File: src/rtl/image_stream_loader.sv
// Byte-stream front end for the downscaler: parses a 7-byte header, writes pixels
// into the frame RAM input region, then hands the frame to the control unit.
module image_stream_loader #(
    parameter int unsigned         ADDR_W     = 19,
    parameter logic [ADDR_W-1:0]   IN_BASE    = '0,
    parameter int unsigned         MAX_PIXELS = 262144
) (
    input  logic              clk,
    input  logic              aclr_n,
    input  logic              s_valid,
    input  logic [7:0]        s_data,
    output logic              s_ready,
    output logic              mem_we,
    output logic [ADDR_W-1:0] mem_addr,
    output logic [7:0]        mem_data_out,
    output logic              mem_sel,
    output logic [15:0]       cfg_width,
    output logic [15:0]       cfg_height,
    output logic [15:0]       cfg_scale,
    output logic [7:0]        cfg_mode,
    output logic              start_proc_pulse,
    input  logic              cu_busy,
    output logic              load_done,
    output logic              err_size
);

    typedef enum logic [2:0] {
        S_HDR,
        S_CHECK,
        S_PIX,
        S_FLUSH,
        S_START,
        S_WAIT_BUSY,
        S_WAIT_DONE,
        S_ERROR
    } state_t;

    state_t            state_q;
    logic [2:0]        hdr_cnt_q;
    logic [15:0]       sh_w_q, sh_h_q, sh_scale_q;
    logic [7:0]        sh_mode_q;
    logic [15:0]       cfg_w_q, cfg_h_q, cfg_scale_q;
    logic [7:0]        cfg_mode_q;
    logic [31:0]       npix_q;
    logic [18:0]       pix_cnt_q;
    logic              mem_we_q;
    logic [ADDR_W-1:0] mem_addr_q;
    logic [7:0]        mem_data_q;
    logic              start_q, done_q, err_q;

    logic [31:0] npix_d;
    logic        last_pix;

    assign npix_d   = 32'(sh_w_q) * 32'(sh_h_q);
    assign last_pix = (32'(pix_cnt_q) + 32'd1) == npix_q;

    always_ff @(posedge clk) begin
        if (!aclr_n) begin
            state_q     <= S_HDR;
            hdr_cnt_q   <= '0;
            sh_w_q      <= '0;
            sh_h_q      <= '0;
            sh_scale_q  <= '0;
            sh_mode_q   <= '0;
            cfg_w_q     <= '0;
            cfg_h_q     <= '0;
            cfg_scale_q <= '0;
            cfg_mode_q  <= '0;
            npix_q      <= '0;
            pix_cnt_q   <= '0;
            mem_we_q    <= 1'b0;
            mem_addr_q  <= '0;
            mem_data_q  <= '0;
            start_q     <= 1'b0;
            done_q      <= 1'b0;
            err_q       <= 1'b0;
        end else begin
            mem_we_q <= 1'b0;
            start_q  <= 1'b0;
            done_q   <= 1'b0;
            case (state_q)
                S_HDR: begin
                    if (s_valid) begin
                        case (hdr_cnt_q)
                            3'd0:    sh_w_q[7:0]      <= s_data;
                            3'd1:    sh_w_q[15:8]     <= s_data;
                            3'd2:    sh_h_q[7:0]      <= s_data;
                            3'd3:    sh_h_q[15:8]     <= s_data;
                            3'd4:    sh_scale_q[7:0]  <= s_data;
                            3'd5:    sh_scale_q[15:8] <= s_data;
                            default: sh_mode_q        <= s_data;
                        endcase
                        if (hdr_cnt_q == 3'd6) begin
                            hdr_cnt_q <= '0;
                            state_q   <= S_CHECK;
                        end else begin
                            hdr_cnt_q <= hdr_cnt_q + 3'd1;
                        end
                    end
                end
                S_CHECK: begin
                    // cfg outputs only change on a header that passes the size check
                    if (sh_w_q == '0 || sh_h_q == '0 || npix_d > MAX_PIXELS) begin
                        err_q   <= 1'b1;
                        state_q <= S_ERROR;
                    end else begin
                        cfg_w_q     <= sh_w_q;
                        cfg_h_q     <= sh_h_q;
                        cfg_scale_q <= sh_scale_q;
                        cfg_mode_q  <= sh_mode_q;
                        npix_q      <= npix_d;
                        pix_cnt_q   <= '0;
                        state_q     <= S_PIX;
                    end
                end
                S_PIX: begin
                    if (s_valid) begin
                        mem_we_q   <= 1'b1;
                        mem_addr_q <= IN_BASE + ADDR_W'(pix_cnt_q);
                        mem_data_q <= s_data;
                        pix_cnt_q  <= pix_cnt_q + 19'd1;
                        if (last_pix) begin
                            state_q <= S_FLUSH;
                        end
                    end
                end
                S_FLUSH: begin
                    start_q <= 1'b1;
                    done_q  <= 1'b1;
                    state_q <= S_START;
                end
                S_START: state_q <= S_WAIT_BUSY;
                S_WAIT_BUSY: begin
                    if (cu_busy) begin
                        state_q <= S_WAIT_DONE;
                    end
                end
                S_WAIT_DONE: begin
                    if (!cu_busy) begin
                        state_q <= S_HDR;
                    end
                end
                S_ERROR: state_q <= S_ERROR;
                default: state_q <= S_HDR;
            endcase
        end
    end

    assign s_ready          = (state_q == S_HDR) || (state_q == S_PIX);
    assign mem_sel          = (state_q == S_HDR) || (state_q == S_CHECK) ||
                              (state_q == S_PIX) || (state_q == S_FLUSH);
    assign mem_we           = mem_we_q;
    assign mem_addr         = mem_addr_q;
    assign mem_data_out     = mem_data_q;
    assign cfg_width        = cfg_w_q;
    assign cfg_height       = cfg_h_q;
    assign cfg_scale        = cfg_scale_q;
    assign cfg_mode         = cfg_mode_q;
    assign start_proc_pulse = start_q;
    assign load_done        = done_q;
    assign err_size         = err_q;

endmodule

File: config.mk
export PLATFORM = sky130hd
export DESIGN_NAME = image_stream_loader
export DESIGN_NICKNAME = d
export VERILOG_FILES = /design/src/rtl/image_stream_loader.sv
export SDC_FILE = /design/constraint.sdc
export NUM_CORES = 1
export LEC_CHECK = 0
export CAP_MARGIN = 20
export CORE_MARGIN = 2
export CORE_UTILIZATION = 55
export DETAILED_ROUTE_END_ITERATION = 10
export HOLD_SLACK_MARGIN = 0.1
export PLACE_DENSITY = 0.77
export SLEW_MARGIN = 20
export SYNTH_ARGS = -nofsm -noshare
export SYNTH_HDL_FRONTEND = slang
export SYNTH_SLANG_ARGS = --single-unit
File: constraint.sdc
create_clock -name clk -period 10.16 [get_ports clk]
set_clock_uncertainty 0.2 [all_clocks]
set_input_delay 1.016 -clock clk [delete_from_list [all_inputs] [get_ports clk]]
set_output_delay 1.016 -clock clk [all_outputs]
set_load 0.02 [all_outputs]
==> results of run 1 <==
[registers in the layout, indices dropped and copies added, names as in the netlist]
register / cells
npix_q: 32
mem_addr: 19
pix_cnt_q: 19
cfg_height: 16
cfg_scale: 16
cfg_width: 16
sh_h_q: 16
sh_scale_q: 16
sh_w_q: 16
cfg_mode: 8
mem_data_out: 8
sh_mode_q: 8
hdr_cnt_q: 3
state_q: 3
err_size: 1
load_done: 1
mem_we: 1
[layer usage]
metal	vias up	part of all wire, %	wire length, um	track usage, %
li1	6966	-	-	-
met1	7413	42	19900	38.7
met2	681	47	22600	47.8
met3	111	8.2	3900	5.74
met4	0	2.9	1370	10.1
met5	-	0	0	0
[through the flow]
step	worst slack [ns]	instance area (um2)	util, %	cells	power [W]
after detailed placement	1.40	18700	59.1	2456	0.00139
after CTS	1.36	19300	60.9	2487	0.00204
after floorplan	2.74	17700	-	2118	0.00123
final	1.20	19300	60.9	2487	0.00205
after global placement	1.48	18700	59.1	2456	0.00138
after global routing	0.764	19300	60.9	2487	0.00212
[layout make-up]
cell class / count / area (um2) / area share (%)
timing repair buffer: 122 / 1170 / 6.05
clock inverter: 9 / 92.6 / 0.481
multi-input combinational: 1492 / 12100 / 63.0
inverter: 241 / 907 / 4.71
sequential: 199 / 3980 / 20.7
clock buffer: 22 / 474 / 2.46
tap: 402 / 503 / 2.61
[final timing paths]
kind	slack, ns	endpoint	cells past startpoint	startpoint
worst max-delay path	1.20	cfg_height[6]$_SDFFE_PN0P_	23	sh_w_q[5]$_SDFFE_PN0P_
worst min-delay path	0.25	mem_addr[3]$_SDFFE_PN0P_	2	mem_addr[3]$_SDFFE_PN0P_
worst max register to register	1.20	cfg_height[6]$_SDFFE_PN0P_	23	sh_w_q[5]$_SDFFE_PN0P_
worst min register to register	0.25	mem_addr[3]$_SDFFE_PN0P_	2	mem_addr[3]$_SDFFE_PN0P_
[cells by family (layout without fill, tap and decap cells)]
logic type | count (synthesis) | in the layout | share of synthesized area [%]
compound gates | 387 | 387 | 13.2
flops | 199 | 199 | 22.5
buf+inv | 427 | 394 | 9.34
simple gates | 707 | 707 | 20.4
xor+xnor | 42 | 42 | 2.07
fa+ha+maj | 300 | 300 | 29.4
mux | 56 | 56 | 3.17
[placed cells by master (no fill, tap or decap), drive strengths merged, types with 7 or more instances in the layout]
| master | n |
|---|---|
| and3 | 32 |
| a31oi | 20 |
| clkdlybuf4s50 | 100 |
| xor2 | 18 |
| a21oi | 153 |
| a21o | 14 |
| nor2 | 81 |
| nor4 | 25 |
| o21ai | 98 |
| nor3 | 19 |
| nand2 | 235 |
| and2 | 135 |
| inv | 243 |
| nand3 | 44 |
| o211ai | 25 |
| nand4 | 89 |
| ha | 106 |
| mux2i | 54 |
| buf | 22 |
| xnor2 | 24 |
| fa | 194 |
| o21a | 7 |
| or3 | 12 |
| clkbuf | 22 |
| a211oi | 8 |
| dfxtp | 199 |
[worst min-delay path: stages, from the launching register on]
cell	delay (ns)
dfxtp_1	0.31
nand2_1	0.05
a21oi_1	0.05
[power breakdown]
part,internal (W),total [W],switching [W]
Sequential,0.000810,0.000906,0.0000961
Clock,0.000358,0.000657,0.000299
Combinational,0.000134,0.000491,0.000358
Total,0.00130,0.00205,0.000753
==> metrics.md, run 1 <==
| Metric | Value |
|---|---|
| DP HPWL | `around 34000 um` |
| H-tree depth | `4` |
| RSZ-0062 raised after global routing | `false` |
| Die span in x | `184 um` |
| Vias in the first global route | `between 15000 and 20000` |
| Grt ovf | `0` |
| Syn Inst Count | `2118` |
| TritonCTS buffer count | `17` |
| Clk slew on worst S/H paths | `0.07 ns` |
| Critical path class | `flop to flop` |
| Worst VDD drop | `0.116 mV` |
| Crit path max-delay family | `adder cells` |
| Delay of the slowest critical-path stage | `between 0.9 and 1 ns` |
| Startpoint Class | `flop` |
| Share of the synthesized area in the top cell type | `between 20 and 25%` |
| CORE AREA | `31600 um2` |
| Tightest Pin Transition | `between 1 and 1.5 ns` |
| Clk root buf | `clkbuf_16` |
| CTS sink count | `roughly 200` |
| Post-synthesis net count | `2430` |
| Crit path arrival time | `9.12 ns` |
| Post-synth EDFFs | `0` |
| Setup violators final | `0` |
| GPL Wtd Cong | `0.933` |
| I/O pin count | `101` |
| Post-synth cell types | `74` |
| Cell Chain, Critical Path | `nand2_1 > fa_1 > inv_1 > fa_1 > inv_1 > fa_1 > inv_1 > fa_1 > fa_1 > inv_1 > fa_1 > inv_1 > ha_1 > nand2_1 > o22ai_1 > a211oi_2 > or3_1 > and4b_1 > o31ai_1 > or2_2 > buf_4 > o21ai_0 > a21oi_1` |
| Via count | `15200` |
| Yosys warns | `0` |
| Primary FF master, synth | `dfxtp_1` |
| Antenna Cells | `0` |
| Cell with the most instances after synthesis | `inv_1` |
| Crit-path most repeated cell | `fa_1` |
| Required time of the critical path | `approximately 10 ns` |
| Initial antenna violation count | `0` |
| Maximum root-to-sink buffer count | `2` |
| Clk Latency, worst-skew pair | `0.44 ns` |
| Fmax achieved | `about 110 MHz` |
| CTS tree | `yes` |
| Maximum fanout along the worst path | `42` |
| Drt via density | `6.10` |
| Largest net degree at the start of global routing | `between 100 and 150` |
| DIE HEIGHT | `184 um` |
| Antenna-violating nets left | `0` |
| IO buf count | `100` |
| Routed WL per cell | `19.2 um` |
| Final TNS setup | `0 ns` |
| Commonest cells in the netlist | `inv_1, nand2_1, dfxtp_1` |
| # fillers | `2666` |
| Sequential element share of the synthesized area | `22.5%` |
| DRT iter0 DRCs | `1388` |
| Power Dens Cells | `between 100 and 150 nW/um2` |
| Status | `finished, final reports clean` |
| Post-CTS Setup Repair Bufs | `0` |
| Initial core utilization | `56.1%` |
| Final worst-path cycle share | `88.2%` |
| Num rows | `65` |
| Synthesized area | `17700 um2` |
| HP Class | `flop to flop` |
| Post-CTS sizing | `0` |
| Pleak | `roughly 8.3 nW` |
| Final wirelength | `47800 um` |
| Mean post-synth cell area | `about 8.4 um2` |
| DRC viols | `0` |
| Buf/Inv on CP | `6` |
| Post-synthesis async set-or-reset flop share | `0%` |
| Number of synthesized register bits | `between 150 and 200` |
| Hold slack final | `0.252 ns` |
| Slew HR | `29.8%` |
| Final Hold Viols | `0` |
| Max-slew violations | `0` |
| Synth top area cells | `dfxtp_1, fa_1, ha_1, inv_1, nand2_1` |
| CP Capture Type | `flop` |
| Final nets | `2385` |
| Global-route wire length before repair | `79200 um` |
| Fin crit period | `8.96 ns` |
| Pre-antenna DRT Iters | `6` |
| Post-CTS Hold Buffers | `0` |
| Layout cells sized above 1 | `3.45%` |
| Slowest-stage cell, CP | `dfxtp_1` |
| Area Overhead vs Synth | `8.61%` |
| Global-route usage over all layers | `29.2%` |
| Die area | `roughly 34000 um2` |
| Maxcap violations | `0` |
| Cell taking the most area after synthesis | `dfxtp_1` |
Power figures use the tool's default switching activity.
==> inputs of run 2 (changes only) <==
--- a/config.mk
+++ b/config.mk
@@ -6,8 +6,8 @@
 export NUM_CORES = 1
 export LEC_CHECK = 0
 export CAP_MARGIN = 20
-export CORE_MARGIN = 2
 export CORE_UTILIZATION = 55
+export CTS_BUF_LIST = sky130_fd_sc_hd__clkbuf_8
 export DETAILED_ROUTE_END_ITERATION = 10
 export HOLD_SLACK_MARGIN = 0.1
 export PLACE_DENSITY = 0.77
==> metrics.md, run 2 (synthesis gave the netlist of run 1 again) <==
| Metric | Value |
|---|---|
| Tightest Pin Transition | `1.08 ns` |
| IO buf count | `100` |
| Global-route wire length before repair | `77900 um` |
| Maximum fanout along the worst path | `43` |
| Crit path max-delay family | `adder cells` |
| Die span in x | `182 um` |
| DRC viols | `0` |
| Crit path arrival time | `9.20 ns` |
| Sw Pwr | `0.000735 W` |
| Sw Share | `between 30% and 40%` |
| Setup violators final | `0` |
| Clk slew on worst S/H paths | `roughly 0.090 ns` |
| Max-slew violations | `0` |
| Final TNS setup | `0 ns` |
| DP HPWL | `~34000 um` |
| Post-CTS Setup Repair Bufs | `0` |
| Delay of the slowest critical-path stage | `about 0.96 ns` |
| HP Class | `flop to flop` |
| Via count | `15200` |
| Cell Chain, Critical Path | `nand2_1 > fa_1 > inv_1 > fa_1 > inv_1 > fa_1 > inv_1 > fa_1 > fa_1 > inv_1 > fa_1 > inv_1 > ha_1 > nand2_1 > o22ai_1 > a211oi_2 > or3_1 > and4b_1 > o31ai_1 > or2_2 > buf_4 > o21ai_0 > a21oi_1` |
| Fin crit period | `9.00 ns` |
| Crit-path most repeated cell | `fa_1` |
| Power Dens Cells | `99.8 nW/um2` |
| Post-CTS Hold Buffers | `0` |
| Final Hold Viols | `0` |
| CTS sink count | `just under 200` |
| Worst Setup SP | `sh_h_q[9]$_SDFFE_PN0P_` |
| GPL Wtd Cong | `roughly 0.94` |
| Fmax achieved | `111 MHz` |
| Final worst-path cycle share | `88.5%` |
| Power share of the clock group | `26.9%` |
| Antenna-violating nets left | `0` |
| Maximum root-to-sink buffer count | `2` |
| Commonest non-fill, non-tap cell in the layout | `inv_1` |
| H-tree depth | `4` |
| Maxcap violations | `0` |
| # fillers | `2718` |
| Worst min-delay path startpoint | `mem_addr[14]$_SDFFE_PN0P_` |
| Required time of the critical path | `10.37 ns` |
| Pleak | `8.28 nW` |
| Status | `finished, final reports clean` |
| Initial antenna violation count | `0` |
| CP Capture Type | `flop` |
| Dpl cell area | `18700 um2` |
| Largest Register | `npix_q` |
| Startpoint Class | `flop` |
| Global-route usage over all layers | `29.5%` |
| Largest net degree at the start of global routing | `107` |
| Worst VDD drop | `0.0954 mV` |
| Largest register FFs | `32` |
| Grt ovf | `0` |
| Comb power frac | `25.6%` |
| Clk Latency, worst-skew pair | `0.49 ns` |
| Sequential Power Share | `47.5%` |
| CTS tree | `yes` |
| CORE AREA | `31600 um2` |
| Die area | `approximately 33000 um2` |
| Pre-antenna DRT Iters | `5` |
| Final nets | `~2400` |
| TritonCTS buffer count | `17` |
| DIE HEIGHT | `182 um` |
| Post-CTS sizing | `0` |
| Routed WL per cell | `19.0 um` |
| Initial core utilization | `56.1%` |
| Layout cells sized above 1 | `3.55%` |
| I/O pin count | `101` |
| Most frequent cells in the layout | `inv_1, nand2_1, dfxtp_1` |
| Num rows | `65` |
| Critical path class | `flop to flop` |
| Slowest-stage cell, CP | `dfxtp_1` |
| Drt via density | `6.12` |
| DRT iter0 DRCs | `1591` |
| Total internal power | `0.00117 W` |
| Buf/Inv on CP | `6` |
| Antenna Cells | `0` |
| Reg2reg start | `sh_h_q[9]$_SDFFE_PN0P_` |
| Post-route cell area | `19100 um2` |
| Final wirelength | `47200 um` |
| Area Overhead vs Synth | `7.68%` |
| Clk root buf | `clkbuf_8` |
| Slew HR | `28.1%` |
| Vias in the first global route | `14900` |
| RSZ-0062 raised after global routing | `false` |
run 2: worst paths after layout:
check                          endpoint  slack (ns)  cells after the start
min reg2reg   mem_addr[14]$_SDFFE_PN0P_        0.26                      2
max reg2reg  cfg_scale[14]$_SDFFE_PN0P_        1.16                     23
min           mem_addr[14]$_SDFFE_PN0P_        0.26                      2
max          cfg_scale[14]$_SDFFE_PN0P_        1.16                     23
run 2: per-layer routing:
metal / wire length, um / track usage, % / vias to the layer above
met5: 0 / 0 / -
met2: 22100 / 47.5 / 692
met1: 20200 / 40.9 / 7473
li1: - / - / 6958
met4: 1170 / 8.64 / 0
met3: 3710 / 4.63 / 92
run 2: power by group through the flow:
stage | Clock [W] | Sequential, W | Combinational [W]
4_1_cts | 0.000521 | 0.000900 | 0.000478
2_1_floorplan | 0 | 0.000844 | 0.000382
3_5_place_dp | 0 | 0.000917 | 0.000475
3_3_place_gp | 0 | 0.000915 | 0.000466
5_1_grt | 0.000552 | 0.000908 | 0.000525
6_report | 0.000513 | 0.000905 | 0.000488
run 2: through the flow:
| stage | worst slack, ns | hold slack, ns | utilization (%) | instances | power (W) |
|---|---|---|---|---|---|
| finish | 1.16 | 0.257 | 60.4 | 2487 | 0.00191 |
| global placement | 1.43 | 0.244 | 59.1 | 2456 | 0.00138 |
| floorplan | 2.74 | 0.246 | - | 2118 | 0.00123 |
| CTS | 1.32 | 0.260 | 60.3 | 2487 | 0.00190 |
| detailed placement | 1.40 | 0.248 | 59.1 | 2456 | 0.00139 |
| global route | 0.782 | 0.280 | 60.4 | 2487 | 0.00198 |
run 2: worst min-delay path, delay by kind of cell, from the launching register on:
kind	cells	cell delay, ns
AOI/OAI and AO/OA	1	0.05
and+or+nand+nor	1	0.05
DFF	1	0.32
run 2: layout make-up:
| class | instances | area [um2] | share of cell area (%) |
|---|---|---|---|
| clock buffers | 18 | 248 | 1.30 |
| flip-flops and latches | 199 | 3980 | 20.9 |
| clock inverters | 13 | 149 | 0.780 |
| inverters | 241 | 907 | 4.75 |
| well taps | 402 | 503 | 2.63 |
| repair buffers | 122 | 1170 | 6.11 |
| multi-input cells | 1492 | 12100 | 63.6 |
==> inputs of run 3 (changes only) <==
--- a/config.mk
+++ b/config.mk
@@ -6,11 +6,11 @@
 export NUM_CORES = 1
 export LEC_CHECK = 0
 export CAP_MARGIN = 20
-export CORE_UTILIZATION = 55
+export CORE_UTILIZATION = 40
 export CTS_BUF_LIST = sky130_fd_sc_hd__clkbuf_8
 export DETAILED_ROUTE_END_ITERATION = 10
 export HOLD_SLACK_MARGIN = 0.1
-export PLACE_DENSITY = 0.77
+export PLACE_DENSITY = 0.6
 export SLEW_MARGIN = 20
 export SYNTH_ARGS = -nofsm -noshare
 export SYNTH_HDL_FRONTEND = slang
==> metrics.md, run 3 (synthesis gave the netlist of run 1 again) <==
| Metric | Value |
|---|---|
| # fillers | `between 4000 and 5000` |
| CTS tree | `yes` |
| Post-CTS Setup Repair Bufs | `0` |
| Status | `finished, final reports clean` |
| Setup violators final | `0` |
| TritonCTS buffer count | `17` |
| Power Dens Cells | `a little under 100 nW/um2` |
| Via count | `14700` |
| RR Endpoint | `npix_q[27]$_SDFFE_PN0P_` |
| CP Capture Type | `flop` |
| Sequential Power Share | `47.6%` |
| Fin crit period | `8.88 ns` |
| CORE AREA | `43400 um2` |
| Final Hold Viols | `0` |
| DRT iter0 DRCs | `1030` |
| Largest register FFs | `32` |
| GPL Wtd Cong | `0.908` |
| Final TNS setup | `0 ns` |
| Sw Pwr | `0.000762 W` |
| Post-CTS sizing | `0` |
| Power share of the clock group | `26.6%` |
| Area Overhead vs Synth | `9.01%` |
| Met1 Usage GRT | `32.9%` |
| DRC viols | `0` |
| Min-Delay Path Depth | `2` |
| Maximum root-to-sink buffer count | `2` |
| Pleak | `a little over 8 nW` |
| Largest Register | `npix_q` |
| Post-CTS Hold Buffers | `0` |
| Global-route wire length before repair | `82200 um` |
| Maxcap violations | `0` |
| Reg2reg path depth | `23` |
| Total internal power | `0.00115 W` |
| Hold worst-path end | `mem_data_out[7]$_SDFFE_PN0P_` |
| Worst min-delay path startpoint | `mem_data_out[7]$_SDFFE_PN0P_` |
| PnR Total Power | `roughly 0.0019 W` |
| Final wirelength | `about 50000 um` |
| Most frequent cells in the layout | `inv_1, nand2_1, dfxtp_1` |
| Die span in x | `213 um` |
| Clk root buf | `clkbuf_8` |
| Commonest non-fill, non-tap cell in the layout | `inv_1` |
| Pre-antenna DRT Iters | `5` |
| RSZ-0062 raised after global routing | `false` |
| Hold slack final | `approximately 0.26 ns` |
| Largest net degree at the start of global routing | `108` |
| Setup ws final | `1.28 ns` |
| Drt via density | `between 5 and 6` |
| Slew HR | `25.9%` |
| Worst VDD drop | `between 0.08 and 0.09 mV` |
| Initial antenna violation count | `1` |
| Die area | `45200 um2` |
| Antenna-violating nets left | `0` |
| Clk slew on worst S/H paths | `about 0.11 ns` |
| Antenna Cells | `0` |
| HP Class | `flop to flop` |
| Grt ovf | `0` |
| Final worst-path cycle share | `87.4%` |
| Crit path arrival time | `9.09 ns` |
| Final design utilization | `44.6%` |
| Reg2reg start | `sh_h_q[8]$_SDFFE_PN0P_` |
| Maximum fanout along the worst path | `54` |
| Layout cells sized above 1 | `roughly 3.7%` |
| Global-route usage over all layers | `23.1%` |
| CTS sink count | `around 200` |
| GRT busiest layer | `met2` |
| DIE HEIGHT | `roughly 210 um` |
| Critical path class | `flop to flop` |
| Fmax achieved | `113 MHz` |
| Startpoint Class | `flop` |
| Vias in the first global route | `14800` |
| Pre-CTS WS | `1.36 ns` |
| Required time of the critical path | `between 10 and 15 ns` |
| I/O pin count | `101` |
| DP HPWL | `between 30000 and 40000 um` |
| Routed WL per cell | `18.8 um` |
| Clk Latency, worst-skew pair | `0.52 ns` |
| Initial core utilization | `40.9%` |
| Tightest Pin Transition | `1.11 ns` |
| Sw Share | `39.8%` |
| M2 GR Usage | `35.9%` |
| Max-slew violations | `0` |
| Met3 Usage GRT | `3.90%` |
| H-tree depth | `4` |
| Num rows | `76` |
| Reg2reg setup slack | `roughly 1.3 ns` |
| Final nets | `2388` |
| Comb power frac | `about a quarter` |
| IO buf count | `100` |
run 3: how the worst max path moves through the flow:
stage | slack (ns) | cells past startpoint | end | from
final | 1.28 | 23 | npix_q[27]$_SDFFE_PN0P_ | sh_h_q[8]$_SDFFE_PN0P_
after global routing | 0.78 | 23 | npix_q[20]$_SDFFE_PN0P_ | sh_h_q[8]$_SDFFE_PN0P_
after CTS | 1.30 | 23 | npix_q[31]$_SDFFE_PN0P_ | sh_h_q[8]$_SDFFE_PN0P_
after detailed placement | 1.36 | 23 | npix_q[19]$_SDFFE_PN0P_ | sh_h_q[9]$_SDFFE_PN0P_
after global placement | 1.53 | 23 | npix_q[19]$_SDFFE_PN0P_ | sh_h_q[8]$_SDFFE_PN0P_
after floorplan | 2.74 | 26 | npix_q[21]$_SDFFE_PN0P_ | sh_h_q[9]$_SDFFE_PN0P_
run 3: power groups by stage:
stage / Clock [W] / Sequential, W / Combinational [W]
global placement: 0 / 0.000923 / 0.000479
detailed placement: 0 / 0.000925 / 0.000485
floorplan: 0 / 0.000844 / 0.000382
CTS: 0.000521 / 0.000907 / 0.000488
finish: 0.000509 / 0.000913 / 0.000494
global route: 0.000549 / 0.000918 / 0.000531
run 3: cell type report:
cell class | instances | area (um2) | share of cell area (%)
Multi-Input combinational cell | 1492 | 12100 | 62.8
Sequential cell | 199 | 3980 | 20.6
Timing Repair Buffer | 125 | 1190 | 6.15
Inverter | 241 | 907 | 4.69
Tap cell | 585 | 732 | 3.79
Clock buffer | 19 | 262 | 1.35
Clock inverter | 13 | 124 | 0.641
run 3: critical path, stage by stage (launching register included):
cell	delay (ns)
dfxtp_1	1.01
nand2_1	0.18
fa_1	0.56
inv_1	0.06
fa_1	0.50
inv_1	0.05
fa_1	0.49
inv_1	0.06
fa_1	0.51
fa_1	0.56
inv_1	0.06
fa_1	0.53
inv_1	0.04
ha_1	0.45
nand2_1	0.18
o22ai_1	0.44
a211oi_2	0.16
xnor2_1	0.20
or4b_1	0.52
or3_1	0.42
a211oi_4	0.27
buf_4	0.54
nand3_1	0.44
and3_1	0.34
run 3: per-layer routing:
metal  share of wire [%]  up-vias
li1                    -     6961
met1                  46     7292
met2                  46      438
met3                 5.5       58
met4                 2.4        0
met5                   0        -
run 3: metrics by stage:
step                std cells  area, um2
CTS                      2674      19300
global placement         2642      18900
global route             2674      19300
finish                   2674      19300
detailed placement       2642      18900
floorplan                2118      17700
